File: config.mk
export PLATFORM = sky130hd
export DESIGN_NAME = ex_muldiv_unit
export DESIGN_NICKNAME = d
export VERILOG_FILES = /design/src/rtl/ex_muldiv_unit_pkg.sv /design/src/rtl/muldiv_step.sv /design/src/rtl/ex_muldiv_unit.sv
export SDC_FILE = /design/constraint.sdc
export NUM_CORES = 1
export LEC_CHECK = 0
export BUFFER_PORTS_ARGS = -buffer_cell sky130_fd_sc_hd__buf_2
export CAP_MARGIN = 15
export CORE_MARGIN = 2
export CORE_UTILIZATION = 45
export CTS_BUF_LIST = sky130_fd_sc_hd__clkbuf_2
export DETAILED_ROUTE_END_ITERATION = 8
export HOLD_SLACK_MARGIN = 0.12
export PLACE_DENSITY = 0.71
export SYNTH_ARGS = -nofsm -noshare
export SYNTH_HDL_FRONTEND = slang
export SYNTH_SLANG_ARGS = --single-unit
File: constraint.sdc
create_clock -name clk -period 3 [get_ports clk]
set_input_delay 0.3 -clock clk [delete_from_list [all_inputs] [get_ports clk]]
set_output_delay 0.3 -clock clk [all_outputs]
set_load 0.005 [all_outputs]
File: src/rtl/ex_muldiv_unit_pkg.sv
// ---------------------------------------------------------------------------
// ex_muldiv_unit_pkg
// Shared pipeline definitions for the EX-stage multiply/divide unit: the
// MULT/MULTU/DIV/DIVU op encodings, the sequencer state encodings and small
// helpers used when operands enter and results leave the iterative datapath.
// ---------------------------------------------------------------------------
package ex_muldiv_unit_pkg;

  // Operation encodings as decoded by the control unit.
  localparam logic [1:0] OP_MULT  = 2'b00;
  localparam logic [1:0] OP_MULTU = 2'b01;
  localparam logic [1:0] OP_DIV   = 2'b10;
  localparam logic [1:0] OP_DIVU  = 2'b11;

  // Sequencer state encodings.
  localparam logic [1:0] ST_IDLE = 2'd0;
  localparam logic [1:0] ST_CALC = 2'd1;
  localparam logic [1:0] ST_FIX  = 2'd2;

  typedef enum logic [1:0] {
    IDLE = ST_IDLE,
    CALC = ST_CALC,
    FIX  = ST_FIX
  } muldivState;

  // One shift-add or restore step per cycle, one step per operand bit.
  localparam int ITERATIONS = 32;

  // Absolute value for signed ops, raw value for unsigned ops.
  // 0x80000000 maps to itself, which is the correct unsigned magnitude.
  function automatic logic [31:0] magnitude(input logic [31:0] value,
                                            input logic        isSigned);
    return (isSigned && value[31]) ? (~value + 32'd1) : value;
  endfunction

  // Two's-complement negate when the flag is set.
  function automatic logic [31:0] negateIf(input logic [31:0] value,
                                           input logic        neg);
    return neg ? (~value + 32'd1) : value;
  endfunction

endpackage

File: src/rtl/muldiv_step.sv
// ---------------------------------------------------------------------------
// muldiv_step
// Purely combinational single iteration of the multiply/divide datapath.
//   isDiv    in   1  0: shift-add multiply step, 1: restoring divide step
//   remIn    in  32  multiply: upper product half / divide: partial remainder
//   lowIn    in  32  multiply: multiplier + low product bits / divide:
//                    remaining dividend bits shifting out, quotient shifting in
//   operand  in  32  multiply: multiplicand / divide: divisor (magnitudes)
//   remOut   out 32  next value of remIn
//   lowOut   out 32  next value of lowIn
// ---------------------------------------------------------------------------
module muldiv_step (
  input  logic        isDiv,
  input  logic [31:0] remIn,
  input  logic [31:0] lowIn,
  input  logic [31:0] operand,
  output logic [31:0] remOut,
  output logic [31:0] lowOut
);

  logic [32:0] sum;       // upper half plus conditional multiplicand, with carry
  logic [32:0] partial;   // 33-bit partial remainder after shifting in one bit
  logic        fits;      // divisor fits into the partial remainder

  // NOTE: every output of a combinational block gets a default assignment
  // first so that no path leaves a value held, which would infer a latch.
  always_comb begin
    sum     = '0;
    partial = '0;
    fits    = 1'b0;
    remOut  = remIn;
    lowOut  = lowIn;
    if (isDiv) begin
      partial = {remIn, lowIn[31]};
      fits    = (partial >= {1'b0, operand});
      // When the divisor fits the true difference is below 2^32, so the
      // 32-bit wrap-around subtraction gives the exact new remainder.
      remOut  = fits ? (partial[31:0] - operand) : partial[31:0];
      lowOut  = {lowIn[30:0], fits};
    end else begin
      sum    = {1'b0, remIn} + (lowIn[0] ? {1'b0, operand} : 33'd0);
      // Shift the whole {carry, upper, lower} accumulator right by one.
      remOut = sum[32:1];
      lowOut = {sum[0], lowIn[31:1]};
    end
  end

endmodule

File: src/rtl/ex_muldiv_unit.sv
// ---------------------------------------------------------------------------
// ex_muldiv_unit
// Iterative EX-stage multiply/divide unit owning the HI/LO registers.
// Sequence: IDLE -> CALC (32 iterations) -> FIX (sign fix-up, HI/LO write).
// done is seen 34 cycles after the start edge.
//   clk      in   1  rising-edge clock
//   rst      in   1  asynchronous active-low reset
//   start    in   1  MULT/MULTU/DIV/DIVU issue from EX
//   op       in   2  00 MULT, 01 MULTU, 10 DIV, 11 DIVU
//   a        in  32  rs operand (forwarded)
//   b        in  32  rt operand (forwarded)
//   kill     in   1  EX flush, aborts any operation, highest priority
//   wr_hi    in   1  MTHI write enable (honoured only in IDLE)
//   wr_lo    in   1  MTLO write enable (honoured only in IDLE)
//   wr_data  in  32  MTHI/MTLO data
//   rd_hilo  in   1  MFHI/MFLO present in EX
//   hi       out 32  HI register
//   lo       out 32  LO register
//   busy     out  1  operation in progress (CALC or FIX)
//   done     out  1  one-cycle pulse after HI/LO are committed
//   stall    out  1  hold IF/ID/ID_EX while a HI/LO user waits on busy
// ---------------------------------------------------------------------------
module ex_muldiv_unit
  import ex_muldiv_unit_pkg::*;
(
  input  logic        clk,
  input  logic        rst,
  input  logic        start,
  input  logic [1:0]  op,
  input  logic [31:0] a,
  input  logic [31:0] b,
  input  logic        kill,
  input  logic        wr_hi,
  input  logic        wr_lo,
  input  logic [31:0] wr_data,
  input  logic        rd_hilo,
  output logic [31:0] hi,
  output logic [31:0] lo,
  output logic        busy,
  output logic        done,
  output logic        stall
);

  localparam logic [5:0] LAST_COUNT = 6'(ITERATIONS - 1);

  muldivState  state;
  logic        isDivReg;
  logic        resNeg;      // quotient / product must be negated
  logic        remNeg;      // remainder must be negated (sign of dividend)
  logic        divZero;
  logic [31:0] operandReg;  // multiplicand or divisor magnitude
  logic [31:0] accHi;
  logic [31:0] accLo;
  logic [5:0]  count;

  logic        opIsDiv;
  logic        opIsSigned;
  logic [31:0] magA;
  logic [31:0] magB;
  logic [31:0] stepHi;
  logic [31:0] stepLo;
  logic [31:0] fixHi;
  logic [31:0] fixLo;

  always_comb begin
    opIsDiv    = 1'b0;
    opIsSigned = 1'b0;
    case (op)
      OP_MULT:  begin opIsDiv = 1'b0; opIsSigned = 1'b1; end
      OP_MULTU: begin opIsDiv = 1'b0; opIsSigned = 1'b0; end
      OP_DIV:   begin opIsDiv = 1'b1; opIsSigned = 1'b1; end
      OP_DIVU:  begin opIsDiv = 1'b1; opIsSigned = 1'b0; end
      default:  begin opIsDiv = 1'b0; opIsSigned = 1'b0; end
    endcase
  end

  assign magA = magnitude(a, opIsSigned);
  assign magB = magnitude(b, opIsSigned);

  // Dividend/multiplier enters in accLo, divisor/multiplicand in operandReg;
  // multiplication is commutative so both ops share one loading scheme.
  muldiv_step uStep (
    .isDiv   (isDivReg),
    .remIn   (accHi),
    .lowIn   (accLo),
    .operand (operandReg),
    .remOut  (stepHi),
    .lowOut  (stepLo)
  );

  // Sign fix-up applied on the way into HI/LO.
  always_comb begin
    logic [63:0] product;
    product = {accHi, accLo};
    fixHi   = accHi;
    fixLo   = accLo;
    if (isDivReg) begin
      // Divide by zero: the restoring loop already leaves |a| as remainder,
      // so only the quotient needs forcing to all ones.
      fixLo = divZero ? 32'hFFFF_FFFF : negateIf(accLo, resNeg);
      fixHi = negateIf(accHi, remNeg);
    end else begin
      if (resNeg) begin
        product = ~product + 64'd1;
      end
      {fixHi, fixLo} = product;
    end
  end

  assign stall = busy & (rd_hilo | start | wr_hi | wr_lo);

  // NOTE: sequential state is assigned with <= only, so every register
  // samples the pre-edge values regardless of statement order.
  // NOTE: every register here, operand and accumulator included, is cleared
  // by reset so an aborted operation leaves nothing behind.
  always_ff @(posedge clk or negedge rst) begin
    if (!rst) begin
      state      <= IDLE;
      isDivReg   <= 1'b0;
      resNeg     <= 1'b0;
      remNeg     <= 1'b0;
      divZero    <= 1'b0;
      operandReg <= '0;
      accHi      <= '0;
      accLo      <= '0;
      count      <= '0;
      hi         <= '0;
      lo         <= '0;
      busy       <= 1'b0;
      done       <= 1'b0;
    end else if (kill) begin
      state <= IDLE;
      busy  <= 1'b0;
      done  <= 1'b0;
    end else begin
      case (state)
        IDLE: begin
          done <= 1'b0;
          if (start) begin
            // Start wins over a simultaneous MTHI/MTLO, which is dropped.
            isDivReg   <= opIsDiv;
            resNeg     <= opIsSigned & (a[31] ^ b[31]);
            remNeg     <= opIsSigned & a[31];
            divZero    <= opIsDiv & (b == 32'd0);
            operandReg <= magB;
            accHi      <= '0;
            accLo      <= magA;
            count      <= '0;
            busy       <= 1'b1;
            state      <= CALC;
          end else begin
            if (wr_hi) hi <= wr_data;
            if (wr_lo) lo <= wr_data;
          end
        end
        CALC: begin
          accHi <= stepHi;
          accLo <= stepLo;
          count <= count + 6'd1;
          if (count == LAST_COUNT) begin
            state <= FIX;
          end
        end
        FIX: begin
          hi    <= fixHi;
          lo    <= fixLo;
          done  <= 1'b1;
          busy  <= 1'b0;
          state <= IDLE;
        end
        default: begin
          busy  <= 1'b0;
          done  <= 1'b0;
          state <= IDLE;
        end
      endcase
    end
  end

endmodule

==> reports/qor_table.md <==
| Group | Parameter | Value |
| --- | --- | --- |
| synthesis | Portion of the post-synthesis area used by sequential elements | 30.0% |
| global routing | Via count of the first global-routing pass | 16,000 |
| sta | Total setup violations reported at the end of the flow | 8 |
| routing | Per-cell routed wire length | 20.0 µm |
| pwr | Combinational fraction of design power | 71.4% |
| setup path | Arrival time at the worst endpoint | 3.85 ns |
| synthesis | Netlist area before placement | 14,500 µm² |
| floorplan | Site Rows | 65 |
| placed design | Count of input and output buffers | 171 |
| layout | Fraction of final layout cells sized beyond drive strength 1 | 29.3% |
| clock tree | Insertion delay of the later-clocked pin in the worst-skew pair | 0.85 ns |
| pwr | Psw | 7660 µW |
| routing | Post-detailed-route count of antenna-violating nets | 0 |
| min path | Launch instance of the worst min-delay path | kill |
| global routing | Tot GR Track Use | 32.3% |
| clock tree | Maximum count of clock buffers along a single path | 2 |
| synthesis | Synthesized area per cell | 7.72 µm² |
| synthesis | Yosys warns | 0 |
| sta | Setup repair after global routing missed its margin | true |
| synthesis | Number of distinct library cells after synthesis | 80 |
| routing | Vias per cell | 5.97 |
| placed design | Placer's final routability congestion estimate | 1.03 |
| global routing | First-pass GRT wire length | 85,600 µm |
| floorplan | Vertical die dimension | 183 µm |
| job | Number of maximum-capacitance violations | 0 |
| sta | Post-Route Setup TNS | -0.345 ns |
| layout | Commonest non-fill, non-tap cell in the layout | sky130_fd_sc_hd__buf_4 |
| synthesis | Post-synthesis cell type with the largest combined area | sky130_fd_sc_hd__dfrtp_1 |
| layout | Most used cells in the layout excluding fill and tap cells | 308 x sky130_fd_sc_hd__buf_4, 246 x sky130_fd_sc_hd__nand2_1, 209 x sky130_fd_sc_hd__o21ai_0 |
| setup path | Worst Setup End Kind | flip-flop |
| placed design | Total cell area at the placement stage | 17,600 µm² |
| floorplan | Die area | 33,700 µm² |
| synthesis | Synth top area share | 30.0% |
| sta | Least-Margin Pin Slew | 1.42 ns |
| placed design | Detailed Place HPWL | 40,500 µm |
| run status | Status | complete, but fails checks |
| run status | Violations in the final reports | negative setup slack |
| clock tree | CTS H-tree depth | 4 |
| sta | Clock skew after layout | 0.0691 ns |
| sta | Final worst slack | -0.0916 ns |
| clock tree | Clock transition time at the flip-flop clock pins of the worst setup and hold paths | 0.30 ns |
| pwr | Leakage power of the design | 0.00935 µW |
| pwr | Part of the power in registers | 20.8% |
| clock tree | Num CTS Buffers | 17 |
| routing | Total detailed-routing wirelength | 56,900 µm |
| global routing | Antenna violations before repair | 2 |
| routing | Iteration-0 DRC Markers | 1,618 |
| clock tree | Root Buffer Master | sky130_fd_sc_hd__clkbuf_2 |
| layout | Final core occ | 65.6% |
| setup path | Worst setup path start | accLo[25] |
| pwr | Total internal power | 8700 µW |
| pwr | Power Dens Cells | 788 nW/µm² |
| layout | Post-layout net count | 2,606 |
| synthesis | Cell types with the largest area share after synthesis | sky130_fd_sc_hd__dfrtp_1 30%, sky130_fd_sc_hd__o21ai_0 8.3%, sky130_fd_sc_hd__nand2_1 6.5% |
| clock tree | CTS tree | done |
| layout | Final non-filler cell area | 20,800 µm² |
| routing | Drc violations | 0 |
| synthesis | Async S/R FF share, synth | 100% |
| global routing | Total global routing overflow | 0 |
| setup path | Reg-to-reg startpoint | accLo[25] |
| pwr | Peak supply drop | 0.000324 V |
| setup path | Kind of launch point of the worst setup path | flip-flop |
| synthesis | Number of enable-type register cells in the synthesized netlist | 0 |
| routing | Number of vias in the routed layout | 17,000 |
| sta | Achievable Freq | 0.323 GHz |
| global routing | Maximum number of pins on one net before global-route repair | 71 |
| sta | Worst slack on hold paths | 0.252 ns |
| synthesis | Net count after synthesis | 2,052 |
| floorplan | Initial cell density of the core | 45.8% |
| sta | Hold violation total from the final report | 0 |
| synthesis | Flip-flop and latch count after synthesis | 174 |
| synthesis | Most frequently used flop master after synthesis | sky130_fd_sc_hd__dfrtp_1 |
| setup path | Largest driver fanout on the critical path | 2 |
| min path | Path category of the worst min-delay check | in -> reg |
| routing | Total iterations of the first detailed-routing run | 6 |
| sta | Max-slew headroom | 5.34% |
| synthesis | Instance count of the mapped netlist | 1,876 |
| floorplan | Horizontal extent of the die | 183 µm |
| floorplan | Top-level port count | 172 |
| pwr | Clock power share | 7.8% |
| pwr | Switching part of the total | 46.8% |
| sta | Ratio of final minimum period to clock period | 103% |
| sta | Number of pins exceeding their max-slew limit in the final report | 0 |
| clock tree | Sinks on Clock Net | 174 |
| setup path | Start-to-end type of the worst setup path | reg -> reg |
| setup path | Required time of the worst setup path | 3.76 ns |
| sta | Tmin final | 3.09 ns |
| floorplan | Placeable core region | 31,600 µm² |
| layout | Layout area overhead | 43.3% |
[stage by stage]
step,setup slack [ns],std cells,power (µW)
finish,-0.0916,2846,16400
global placement,-0.276,2617,12600
floorplan,-0.119,1876,8690
global route,-0.196,2845,17400
CTS,-0.0792,2809,14900
detailed placement,-0.312,2617,12800
[cell type report]
class,count,area (µm²)
fill,2561,10900
multi-input combinational,1532,10500
timing repair buffer,641,4940
sequential,174,4370
tap,402,503
inverter,64,256
clock inverter,14,148
clock buffer,17,85.1
antenna,2,5.00
[cells in the mapped netlist, types with 5 or more instances]
| master | count |
|---|---|
| sky130_fd_sc_hd__a2111oi_0 | 5 |
| sky130_fd_sc_hd__a211oi_1 | 17 |
| sky130_fd_sc_hd__a21o_1 | 25 |
| sky130_fd_sc_hd__a21oi_1 | 170 |
| sky130_fd_sc_hd__a22oi_1 | 10 |
| sky130_fd_sc_hd__a31oi_1 | 14 |
| sky130_fd_sc_hd__and3_1 | 18 |
| sky130_fd_sc_hd__buf_1 | 5 |
| sky130_fd_sc_hd__clkbuf_1 | 92 |
| sky130_fd_sc_hd__clkbuf_8 | 5 |
| sky130_fd_sc_hd__dfrtp_1 | 174 |
| sky130_fd_sc_hd__ha_1 | 69 |
| sky130_fd_sc_hd__inv_1 | 63 |
| sky130_fd_sc_hd__mux2i_1 | 40 |
| sky130_fd_sc_hd__nand2_1 | 251 |
| sky130_fd_sc_hd__nand2b_1 | 22 |
| sky130_fd_sc_hd__nand3_1 | 24 |
| sky130_fd_sc_hd__nand4_1 | 15 |
| sky130_fd_sc_hd__nor2_1 | 145 |
| sky130_fd_sc_hd__nor2b_1 | 12 |
| sky130_fd_sc_hd__nor3_1 | 37 |
| sky130_fd_sc_hd__nor4_1 | 23 |
| sky130_fd_sc_hd__o211ai_1 | 24 |
| sky130_fd_sc_hd__o21a_1 | 10 |
| sky130_fd_sc_hd__o21ai_0 | 239 |
| sky130_fd_sc_hd__o21ai_1 | 9 |
| sky130_fd_sc_hd__o21bai_1 | 5 |
| sky130_fd_sc_hd__o22ai_1 | 30 |
| sky130_fd_sc_hd__o31ai_1 | 27 |
| sky130_fd_sc_hd__o41ai_1 | 5 |
| sky130_fd_sc_hd__or2_2 | 8 |
| sky130_fd_sc_hd__or3_1 | 22 |
| sky130_fd_sc_hd__or4_1 | 12 |
| sky130_fd_sc_hd__xnor2_1 | 100 |
| sky130_fd_sc_hd__xor2_1 | 61 |
[critical path, stage by stage (launching register included)]
cell	delay, ns
sky130_fd_sc_hd__dfrtp_1	0.45
sky130_fd_sc_hd__or4_4	0.52
sky130_fd_sc_hd__or4_4	0.43
sky130_fd_sc_hd__or4_4	0.44
sky130_fd_sc_hd__or2_1	0.24
sky130_fd_sc_hd__a2111o_1	0.37
sky130_fd_sc_hd__o21ai_1	0.08
sky130_fd_sc_hd__nor2_1	0.07
sky130_fd_sc_hd__xor2_1	0.14
sky130_fd_sc_hd__a221o_1	0.31
[cell families (layout without fill, tap and decap cells)]
family | Yosys count | count (layout) | share of synthesized area [%]
compound gates | 639 | 640 | 26.2
simple gates | 620 | 620 | 20.1
flops | 174 | 174 | 30.0
buf+inv | 171 | 736 | 4.99
xor+xnor | 161 | 161 | 9.73
fa+ha+maj | 71 | 71 | 6.23
mux | 40 | 40 | 2.76
other cells | 0 | 2 | 0
[per-layer routing]
metal	vias to the layer above	GRT usage [%]	part of all wire [%]	wire length, µm
li1	7873	-	-	-
met1	8067	43.4	42	23700
met2	887	52.5	46	25900
met3	157	5.59	9.0	5120
met4	0	11.4	3.8	2190
met5	-	0	0	0
[final timing paths]
check                            endpoint  slack, ns  cells past startpoint
worst max register to register     hi[27]      -0.09                      9
worst max-delay path               hi[27]      -0.09                      9
max in group asynchronous       accHi[13]       2.05                      4
min in group asynchronous           lo[2]       0.56                      4
worst min register to register   state[1]       0.52                      1
worst min-delay path                 busy       0.25                      3
[power by group through the flow]
| stage | clock network (µW) | logic [µW] | registers, µW |
|---|---|---|---|
| floorplan | 0 | 5250 | 3440 |
| global placement | 0 | 9260 | 3380 |
| detailed placement | 0 | 9430 | 3400 |
| CTS | 1300 | 10300 | 3350 |
| global route | 1390 | 12500 | 3460 |
| finish | 1280 | 11700 | 3400 |
[what timing repair did]
| item | CTS | global route |
|---|---|---|
| buffers inserted | 23 | 36 |
| gates resized for setup | 75 | 168 |
| hold buffers | 138 | 0 |
| cloned | 1 | 2 |
| setup endpoints to repair | 41 | 67 |
| hold endpoints to repair | 317 | 0 |
| pin swaps | 26 | 61 |
[sequential cells by signal (all words and copies together) (netlist names), 2 cells and up]
register	cells
state	2
lo	32
accHi	32
accLo	32
count	6
operandReg	32
hi	32
Note: power is estimated with default switching activity, not from simulation.
